File: src/rtl/fastinput_frame_tx.sv
// fastinput_frame_tx: snapshots four channel counts on start and streams a 19-byte frame through the UART TX byte handshake
// Ports: clk, rst (async, active-low); start and count0..count3 form the frame request;
// send_en/send_data/tx_done form the UART byte handshake; busy, frame_done and timeout_err report status.
module fastinput_frame_tx #(
  parameter int         TX_TIMEOUT = 100000,
  parameter logic [7:0] HDR_BYTE   = 8'h02,
  parameter logic [7:0] ETX_BYTE   = 8'h03
) (
  input  logic        clk,
  input  logic        rst,
  input  logic        start,
  input  logic [31:0] count0,
  input  logic [31:0] count1,
  input  logic [31:0] count2,
  input  logic [31:0] count3,
  output logic        send_en,
  output logic [7:0]  send_data,
  input  logic        tx_done,
  output logic        busy,
  output logic        frame_done,
  output logic        timeout_err
);
  typedef enum logic [1:0] {IDLE, SEND, WAIT, DONE} state_t;
  localparam logic [19:0] TMO = 20'(TX_TIMEOUT);
  state_t state, state_nx;
  logic [4:0] idx;
  logic [19:0] cnt;
  logic [31:0] snap [4];
  logic [3:0] k;
  logic [31:0] w, chk_w;
  logic [7:0] chk, frame_byte;
  logic last, expired;
  assign last = idx == 5'd18;
  // cnt holds the number of cycles elapsed since the send_en cycle
  assign expired = cnt == TMO;
  // data bytes 1..16 map to word (idx-1)/4, byte (idx-1)%4 counted from the MSB
  assign k = idx[3:0] - 4'd1;
  assign w = snap[k[3:2]];
  assign chk_w = snap[0] ^ snap[1] ^ snap[2] ^ snap[3];
  assign chk = chk_w[31:24] ^ chk_w[23:16] ^ chk_w[15:8] ^ chk_w[7:0];
  assign frame_byte = idx == 5'd0  ? HDR_BYTE :
                      idx <= 5'd16 ? w[{~k[1:0], 3'b000} +: 8] :
                      idx == 5'd17 ? chk : ETX_BYTE;
  always_ff @(posedge clk or negedge rst)
    if (!rst) state <= IDLE;
    else state <= state_nx;
  always_comb begin
    state_nx = state;
    case (state)
      IDLE: state_nx = start ? SEND : IDLE;
      SEND: state_nx = WAIT;
      WAIT: state_nx = tx_done ? (last ? DONE : SEND) : (expired ? IDLE : WAIT);
      DONE: state_nx = IDLE;
      default: state_nx = IDLE;
    endcase
  end
  always_comb begin
    send_en = state == SEND;
    busy = state == SEND || state == WAIT;
    frame_done = state == DONE;
    send_data = busy ? frame_byte : 8'h00;
  end
  always_ff @(posedge clk or negedge rst)
    if (!rst) begin
      idx <= '0;
      cnt <= '0;
      snap <= '{default: '0};
      timeout_err <= 1'b0;
    end else begin
      case (state)
        IDLE: if (start) begin
          snap <= '{count0, count1, count2, count3};
          idx <= '0;
          timeout_err <= 1'b0;
        end
        SEND: cnt <= 20'd1;
        WAIT: begin
          cnt <= cnt + 20'd1;
          if (tx_done && !last) idx <= idx + 5'd1;
          if (!tx_done && expired) timeout_err <= 1'b1;
        end
        default: ;
      endcase
    end
endmodule

File: config.mk
export PLATFORM = sky130hd
export DESIGN_NAME = fastinput_frame_tx
export DESIGN_NICKNAME = d
export VERILOG_FILES = /design/src/rtl/fastinput_frame_tx.sv
export SDC_FILE = /design/constraint.sdc
export NUM_CORES = 1
export LEC_CHECK = 0
export CAP_MARGIN = 10
export CELL_PAD_IN_SITES_DETAIL_PLACEMENT = 0
export CELL_PAD_IN_SITES_GLOBAL_PLACEMENT = 2
export CORE_MARGIN = 2
export CORE_UTILIZATION = 39
export CTS_CLUSTER_SIZE = 40
export DETAILED_ROUTE_END_ITERATION = 8
export HOLD_SLACK_MARGIN = 0.03
export PLACE_DENSITY_LB_ADDON = 0.1
export SLEW_MARGIN = 20
export SYNTH_ARGS = -nofsm -noshare
export SYNTH_HDL_FRONTEND = slang
export SYNTH_SLANG_ARGS = --single-unit
File: constraint.sdc
create_clock -name clk -period 8.2 [get_ports clk]
set_input_delay 1.23 -clock clk [delete_from_list [all_inputs] [get_ports clk]]
set_output_delay 1.23 -clock clk [all_outputs]
set_load 0.01 [all_outputs]
==> load_flow_metrics.sql, run 1 <==
INSERT INTO impl_metrics (metric_group, metric, value, unit) VALUES
('synth', 'ys.warnings.count', '0', ''),
('synth', 'ys_seq_elements', '156', ''),
('clock_network', 'number_of_buffers_between_clock_root_and_the_deepest_sink', '2', ''),
('drt', 'drt-vias-per-instance', '5.267', ''),
('grt', 'antenna_found_initial', '0', ''),
('power_and_ir_drop', 'total_leakage_power', '4.295', 'nW'),
('layout', 'relative_area_change_from_synthesis_to_final_layout', '25.63', '%'),
('timing', 'finalSetupTns', '0', 'ns'),
('synth', 'synth_largest_type_area_fraction', '44.76', '%'),
('clock_network', 'number_of_sinks_driven_by_the_clock_tree', '156', ''),
('grt', 'first_global_vias', '6328', ''),
('clock_network', 'hold_fix_buffer_count_after_cts', '0', ''),
('die', 'start_util', '39.84', '%'),
('timing', 'drv_slew', '0', ''),
('clock_network', 'clock-root-buffer', 'clkbuf_16', ''),
('layout', 'antenna-diode-count', '0', ''),
('layout', 'leading_cell_types_in_the_layout_fill_and_taps_excluded', 'dfrtp_1, clkdlybuf4s50_1, mux2_2, xnor2_1, mux2i_1', ''),
('timing', 'crit_share_post_route', '70.60', '%'),
('grt', 'maximum_number_of_pins_on_one_net_before_global_route_repair', '102', ''),
('layout', 'drive_above_1_share', '22.38', '%'),
('worst_setup_path', 'worst_setup_path_start_kind', 'register', ''),
('power_and_ir_drop', 'peakVddDrop', '0.0001607', 'V'),
('synth', 'post_synth_inst_count', '703', ''),
('grt', 'busiest_layer', 'met2', ''),
('die', 'ioPinCount', '144', ''),
('min_path', 'worstHoldPathCells', '1', ''),
('synth', 'syn_avg_cell_area', '12.41', 'sq um'),
('die', 'fp.dieArea', '0.02358', 'sq mm'),
('power_and_ir_drop', 'power', '0.005052', 'W'),
('grt', 'track_usage', '18.93', '%'),
('power_and_ir_drop', 'pwr_density_cell', '461.0', 'mW/mm^2'),
('timing', 'setup_violations', '0', ''),
('run', 'drv.max_cap_violation_count', '0', ''),
('synth', 'synth_seq_area_share', '44.76', '%'),
('clock_network', 'post_cts.resized_instances', '0', ''),
('place', 'place_hpwl', '16290', 'um'),
('die', 'floorplan.rows', '54', ''),
('synth', 'synth.lib_cells_used.distinct', '59', ''),
('worst_setup_path', 'worst_ep_arrival_time', '4.56', 'ns'),
('worst_setup_path', 'critPathCaptureType', 'primary output', ''),
('worst_setup_path', 'ff2ff_path_depth', '5', ''),
('drt', 'route.detailed.drc', '0', ''),
('clock_network', 'tritoncts', 'yes', ''),
('synth', 'synth-main-ff-cell', 'dfrtp_1', ''),
('drt', 'first_iter_violations', '239', ''),
('timing', 'finalClockSkew', '0.01048', 'ns'),
('drt', 'via_count', '5947', ''),
('drt', 'number_of_nets_with_antenna_violations_after_detailed_routing', '0', ''),
('status', 'outcome', 'completed', ''),
('die', 'floorplan.die.height', '153.5', 'um'),
('timing', 'layout_min_cycle_time', '5.789', 'ns'),
('layout', 'leading_cell_type_in_the_layout_fill_and_taps_excluded', 'dfrtp_1', ''),
('die', 'placeableCoreArea', '0.02189', 'sq mm'),
('worst_setup_path', 'worst_path_maximum_fanout', '17', ''),
('worst_setup_path', 'setup.worst_path.class', 'register to primary output', ''),
('grt', 'grt.overflow.total', '0', ''),
('timing', 'timing.max_slew.rel_slack', '33.19', '%'),
('place', 'gp_congestion', '0.8029', ''),
('clock_network', 'cts_made_buffers', '17', ''),
('clock_network', 'worstSkewPairLatency', '0.44', 'ns'),
('clock_network', 'postCtsSetupRepairBufs', '0', ''),
('die', 'floorplan.die.width', '153.5', 'um'),
('timing', 'finalHoldViolCount', '0', ''),
('drt', 'wire_per_inst', '19.31', 'um'),
('timing', 'unrepaired_setup_endpoints_after_global_routing', 'false', ''),
('synth', 'synth.top_cells.by_area', 'dfrtp_1, mux2_2, xnor2_1', ''),
('layout', 'num-nets-final', '979', ''),
('timing', 'max_freq', '172.7', 'MHz'),
('synth', 'synth_area', '0.008722', 'sq mm'),
('grt', 'grt_first_pass_wirelength', '34400', 'um'),
('min_path', 'min-delay-path-class', 'register to register', '');
-- path summary, 6_finish.rpt --
| check | start | to |
|---|---|---|
| max | idx[0] | send_data[7] |
| min | state[1] | state[1] |
| max reg2reg | state[1] | snap[109] |
| min reg2reg | state[1] | state[1] |
| max in group asynchronous | rst | snap[8] |
| min in group asynchronous | rst | cnt[17] |
-- cells in the mapped netlist (all sizes together), types with 2 or more instances --
master and number:
nand4 8, a22o 7, o22ai 14, mux4 16, o211ai 2, nor2b 3, and4 3, mux2 131
a21oi 10, inv 8, nor2 26, nand2 24, and3 3, nand2b 3, o221ai 6, and2 3
a211oi 2, a221oi 6, dfrtp 156, nor4b 2, nand3 11, o21ai 14, o311ai 3, clkbuf 17
nor3 7, a21o 2, or3 2, xnor2 113, xor2 22, a31oi 2, nor4 5, mux2i 31
ha 11, o21a 4, buf 17
-- worst max-delay path, cell delays in order (launching register included) --
cell and delay (ns):
dfrtp_1 0.74, inv_2 0.24, ha_1 0.43, xnor2_4 0.46
buf_16 0.23, buf_4 0.31, mux4_1 0.60, a221oi_1 0.31
o21a_1 0.16, nor3_1 0.07, clkdlybuf4s50_1 0.56
-- sequential cells by signal (all words and copies together), names as in the netlist --
| name | flops |
|---|---|
| idx | 5 |
| cnt | 20 |
| state | 2 |
| timeout_err | 1 |
| snap | 128 |
-- power breakdown --
part / internal [W] / switching, W
Clock: 0.000438 / 0.000351
Sequential: 0.00111 / 0.000382
Combinational: 0.00155 / 0.00122
-- final cells by class --
cell class / count / area [sq um]
Clock buffer: 18 / 439.2
Clock inverter: 14 / 146.4
Fill cell: 1973 / 10930
Inverter: 8 / 30.03
Multi-Input combinational cell: 505 / 4598
Sequential cell: 156 / 3904
Tap cell: 280 / 350.3
Timing Repair Buffer: 148 / 1490
-- through the flow --
| stage | cell area [sq um] | hold WS, ns | instances | worst slack, ns | utilization, % |
|---|---|---|---|---|---|
| final | 10960 | 0.5519 | 1129 | 2.411 | 50.06 |
| after global routing | 10960 | 0.5675 | 1129 | 2.202 | 50.06 |
| after CTS | 10930 | 0.5529 | 1128 | 2.056 | 49.93 |
| after detailed placement | 10340 | 0.5426 | 1096 | 2.515 | 47.26 |
| after global placement | 10340 | 0.5190 | 1096 | 2.601 | 47.26 |
| after floorplan | 8722 | 0.5024 | 703 | 4.196 | - |
-- kinds of logic after synthesis --
logic type,synth area share [%]
XOR/XNOR,13.86
buffers and inverters,2.740
AND/OR/NAND/NOR,6.169
adder cells (fa/ha/maj),1.578
AO/OA/AOI/OAI,6.125
flip-flops,44.76
multiplexers,24.77
-- layer usage --
metal	part of all wire, %	wire [um]	up-vias
li1	-	-	2796
met3	4.5	987	19
met5	0	0	-
met4	1.1	245	0
met1	41	8884	3009
met2	54	11690	123
No activity file was read; power rests on OpenSTA's default activity.
==> run 2, diff against run 1 <==
--- a/config.mk
+++ b/config.mk
@@ -9,7 +9,7 @@
 export CELL_PAD_IN_SITES_DETAIL_PLACEMENT = 0
 export CELL_PAD_IN_SITES_GLOBAL_PLACEMENT = 2
 export CORE_MARGIN = 2
-export CORE_UTILIZATION = 39
+export CORE_UTILIZATION = 33
 export CTS_CLUSTER_SIZE = 40
 export DETAILED_ROUTE_END_ITERATION = 8
 export HOLD_SLACK_MARGIN = 0.03
==> constraint.sdc (replaced) <==
create_clock -name clk -period 4.65 [get_ports clk]
set_input_delay 0.6975 -clock clk [delete_from_list [all_inputs] [get_ports clk]]
set_output_delay 0.6975 -clock clk [all_outputs]
set_load 0.01 [all_outputs]
==> load_flow_metrics.sql, run 2 (synthesis gave the netlist of run 1 again) <==
INSERT INTO impl_metrics (metric_group, metric, value, unit) VALUES
('place', 'io_buffers', '143', ''),
('worst_setup_path', 'critical_path_cell_count', '9', ''),
('grt', 'first_global_vias', '6470', ''),
('place', 'gp_congestion', '0.7646', ''),
('grt', 'grt_first_pass_wirelength', '36890', 'um'),
('timing', 'finalSetupTns', '0', 'ns'),
('timing', 'crit_share_post_route', '94.70', '%'),
('worst_setup_path', 'setup.worst_path.class', 'register to primary output', ''),
('layout', 'leading_cell_type_in_the_layout_fill_and_taps_excluded', 'dfrtp_1', ''),
('run', 'drv.max_cap_violation_count', '0', ''),
('die', 'floorplan.rows', '59', ''),
('clock_network', 'clock-root-buffer', 'clkbuf_16', ''),
('grt', 'maximum_number_of_pins_on_one_net_before_global_route_repair', '103', ''),
('drt', 'firstDrtPassIters', '4', ''),
('layout', 'final_core_util', '42.71', '%'),
('clock_network', 'hold_fix_buffer_count_after_cts', '0', ''),
('worst_setup_path', 'cp_data_required_time', '3.95', 'ns'),
('drt', 'wire_per_inst', '19.52', 'um'),
('grt', 'busiest_layer', 'met2', ''),
('worst_setup_path', 'r2r-start', 'state[1]', ''),
('power_and_ir_drop', 'power.combinational.fraction', '55.2', '%'),
('die', 'start_util', '33.57', '%'),
('drt', 'route.detailed.drc', '0', ''),
('layout', 'relative_area_change_from_synthesis_to_final_layout', '27.24', '%'),
('worst_setup_path', 'critical_path_buf_inv_count', '2', ''),
('drt', 'detail_route.wirelength', '23320', 'um'),
('clock_network', 'number_of_sinks_driven_by_the_clock_tree', '156', ''),
('power_and_ir_drop', 'sw_frac_of_total', '38.47', '%'),
('die', 'fp.dieArea', '0.02775', 'sq mm'),
('timing', 'setup_violations', '0', ''),
('grt', 'use_met3', '4.230', '%'),
('worst_setup_path', 'worst_path_maximum_fanout', '10', ''),
('die', 'floorplan.die.height', '166.6', 'um'),
('die', 'placeableCoreArea', '0.02598', 'sq mm'),
('layout', 'max_flop_register', 'snap', ''),
('power_and_ir_drop', 'power.sequential.fraction', '29.5', '%'),
('layout', 'reg_top3', 'snap (128), cnt (20), idx (5)', ''),
('timing', 'timing.max_slew.rel_slack', '30.18', '%'),
('die', 'ioPinCount', '144', ''),
('worst_setup_path', 'critical_path.top_delay_family', 'buffers and inverters', ''),
('place', 'place_hpwl', '17720', 'um'),
('die', 'floorplan.die.width', '166.6', 'um'),
('layout', 'leading_cell_types_in_the_layout_fill_and_taps_excluded', 'dfrtp_1, clkdlybuf4s50_1, mux2_2, xnor2_1, mux2i_1', ''),
('grt', 'grt.overflow.total', '0', ''),
('drt', 'drt-vias-per-instance', '5.027', ''),
('grt', 'antenna_found_initial', '2', ''),
('drt', 'number_of_nets_with_antenna_violations_after_detailed_routing', '0', ''),
('timing', 'max_freq', '227.1', 'MHz'),
('drt', 'via_count', '6007', ''),
('layout', 'final-instance-count-excl-fill', '1195', ''),
('clock_network', 'cts.reportedPaths.clkPinSlew', '0.07', 'ns'),
('worst_setup_path', 'critPathCaptureType', 'primary output', ''),
('clock_network', 'clock_h_tree_levels', '4', ''),
('power_and_ir_drop', 'clkPwrFrac', '15.4', '%'),
('power_and_ir_drop', 'internal-power', '0.005502', 'W'),
('layout', 'largest_register_ffs', '128', ''),
('clock_network', 'tritoncts', 'yes', ''),
('worst_setup_path', 'worst_r2r_endpoint', 'cnt[17]', ''),
('worst_setup_path', 'ff2ff_setup_slack', '1.85', 'ns'),
('layout', 'drive_above_1_share', '23.28', '%'),
('worst_setup_path', 'worst_ep_arrival_time', '3.71', 'ns'),
('drt', 'first_iter_violations', '289', ''),
('timing', 'worst-slew-pin-transition', '1.043', 'ns'),
('grt', 'groute.layer.met1.usage', '20.98', '%'),
('place', 'post-place-cells', '1159', ''),
('worst_setup_path', 'slowest_delay', '0.63', 'ns'),
('status', 'outcome', 'completed', ''),
('timing', 'worst_slack', '0.2463', 'ns'),
('timing', 'finalHoldViolCount', '0', ''),
('clock_network', 'number_of_buffers_between_clock_root_and_the_deepest_sink', '2', ''),
('place', 'dp_worst_setup_slack', '0.5388', 'ns'),
('power_and_ir_drop', 'pwr_density_cell', '805.8', 'mW/mm^2'),
('worst_setup_path', 'cp_cell_sequence', 'inv_1 -> ha_1 -> xor2_4 -> mux2i_1 -> o22ai_1 -> mux4_2 -> nor2_1 -> a211oi_1 -> clkdlybuf4s50_1', ''),
('timing', 'drv_slew', '0', ''),
('clock_network', 'worstSkewPairLatency', '0.42', 'ns'),
('timing', 'unrepaired_setup_endpoints_after_global_routing', 'false', ''),
('worst_setup_path', 'critical_path.slowest_cell', 'clkdlybuf4s50_1', ''),
('timing', 'layout_min_cycle_time', '4.404', 'ns'),
('grt', 'met2_usage', '30.90', '%'),
('worst_setup_path', 'ff2ff_path_depth', '7', ''),
('power_and_ir_drop', 'power_switching', '0.003440', 'W'),
('layout', 'num-nets-final', '989', ''),
('power_and_ir_drop', 'peakVddDrop', '0.0003871', 'V'),
('timing', 'finalClockSkew', '0.01630', 'ns'),
('worst_setup_path', 'worst_setup_path_start_kind', 'register', ''),
('power_and_ir_drop', 'total_leakage_power', '4.335', 'nW'),
('grt', 'track_usage', '17.26', '%'),
('min_path', 'min-delay-path-class', 'primary input to async pin', ''),
('clock_network', 'cts_made_buffers', '17', '');
==> run 2: metrics by stage <==
stage                     power (W)  hold slack (ns)  area (sq um)
after detailed placement   0.007647           0.5312         10500
after global placement     0.007587           0.5203         10500
after floorplan            0.006443           0.4019          8722
after CTS                  0.009056           0.4564         11070
final                      0.008942           0.4059         11100
after global routing       0.009601           0.4662         11100
==> run 2: area by class of cell <==
cell class                      instances  area (sq um)
Clock buffer                           19         442.9
Antenna cell                            1         2.502
Fill cell                            2450         14890
Clock inverter                         13         130.1
Multi-Input combinational cell        505          4598
Sequential cell                       156          3905
Timing Repair Buffer                  158          1570
Tap cell                              335         419.2
Inverter                                8         30.03
==> run 2: timing repair <==
item                       in CTS  in global routing
buffers inserted                0                  3
setup endpoints to repair       0                  6
gates resized for setup         0                  1
==> run 2: power groups by stage <==
stage | registers, W | logic [W] | clock network [W]
after global placement | 0.00268 | 0.00491 | 0
after global routing | 0.00273 | 0.00539 | 0.00148
after detailed placement | 0.00269 | 0.00496 | 0
after floorplan | 0.00239 | 0.00406 | 0
final | 0.00263 | 0.00493 | 0.00137
after CTS | 0.00266 | 0.00498 | 0.00142
==> run 2: routing by layer <==
metal,routed length [um],vias to the layer above,part of all wire [%]
met5,0,-,0
met2,12420,135,53
li1,-,2811,-
met1,9487,3046,41
met3,1120,15,4.8
met4,289,0,1.2
==> run 2: worst max-delay path by stage <==
| stage | start | to | slack [ns] |
|---|---|---|---|
| global route | idx[1] | send_data[7] | 0.01 |
| CTS | idx[1] | send_data[7] | 0.06 |
| finish | idx[1] | send_data[0] | 0.25 |
| global placement | idx[1] | send_data[7] | 0.61 |
| detailed placement | idx[1] | send_data[7] | 0.54 |
| floorplan | idx[0] | send_data[4] | 1.18 |
==> run 2: worst reg2reg max path, stage by stage, from the launching register on <==
cell     delay, ns
dfrtp_1       0.41
inv_1         0.09
ha_1          0.56
nand4_1       0.22
nor4_1        0.60
nand3_1       0.28
or3_1         0.37
a21oi_1       0.19
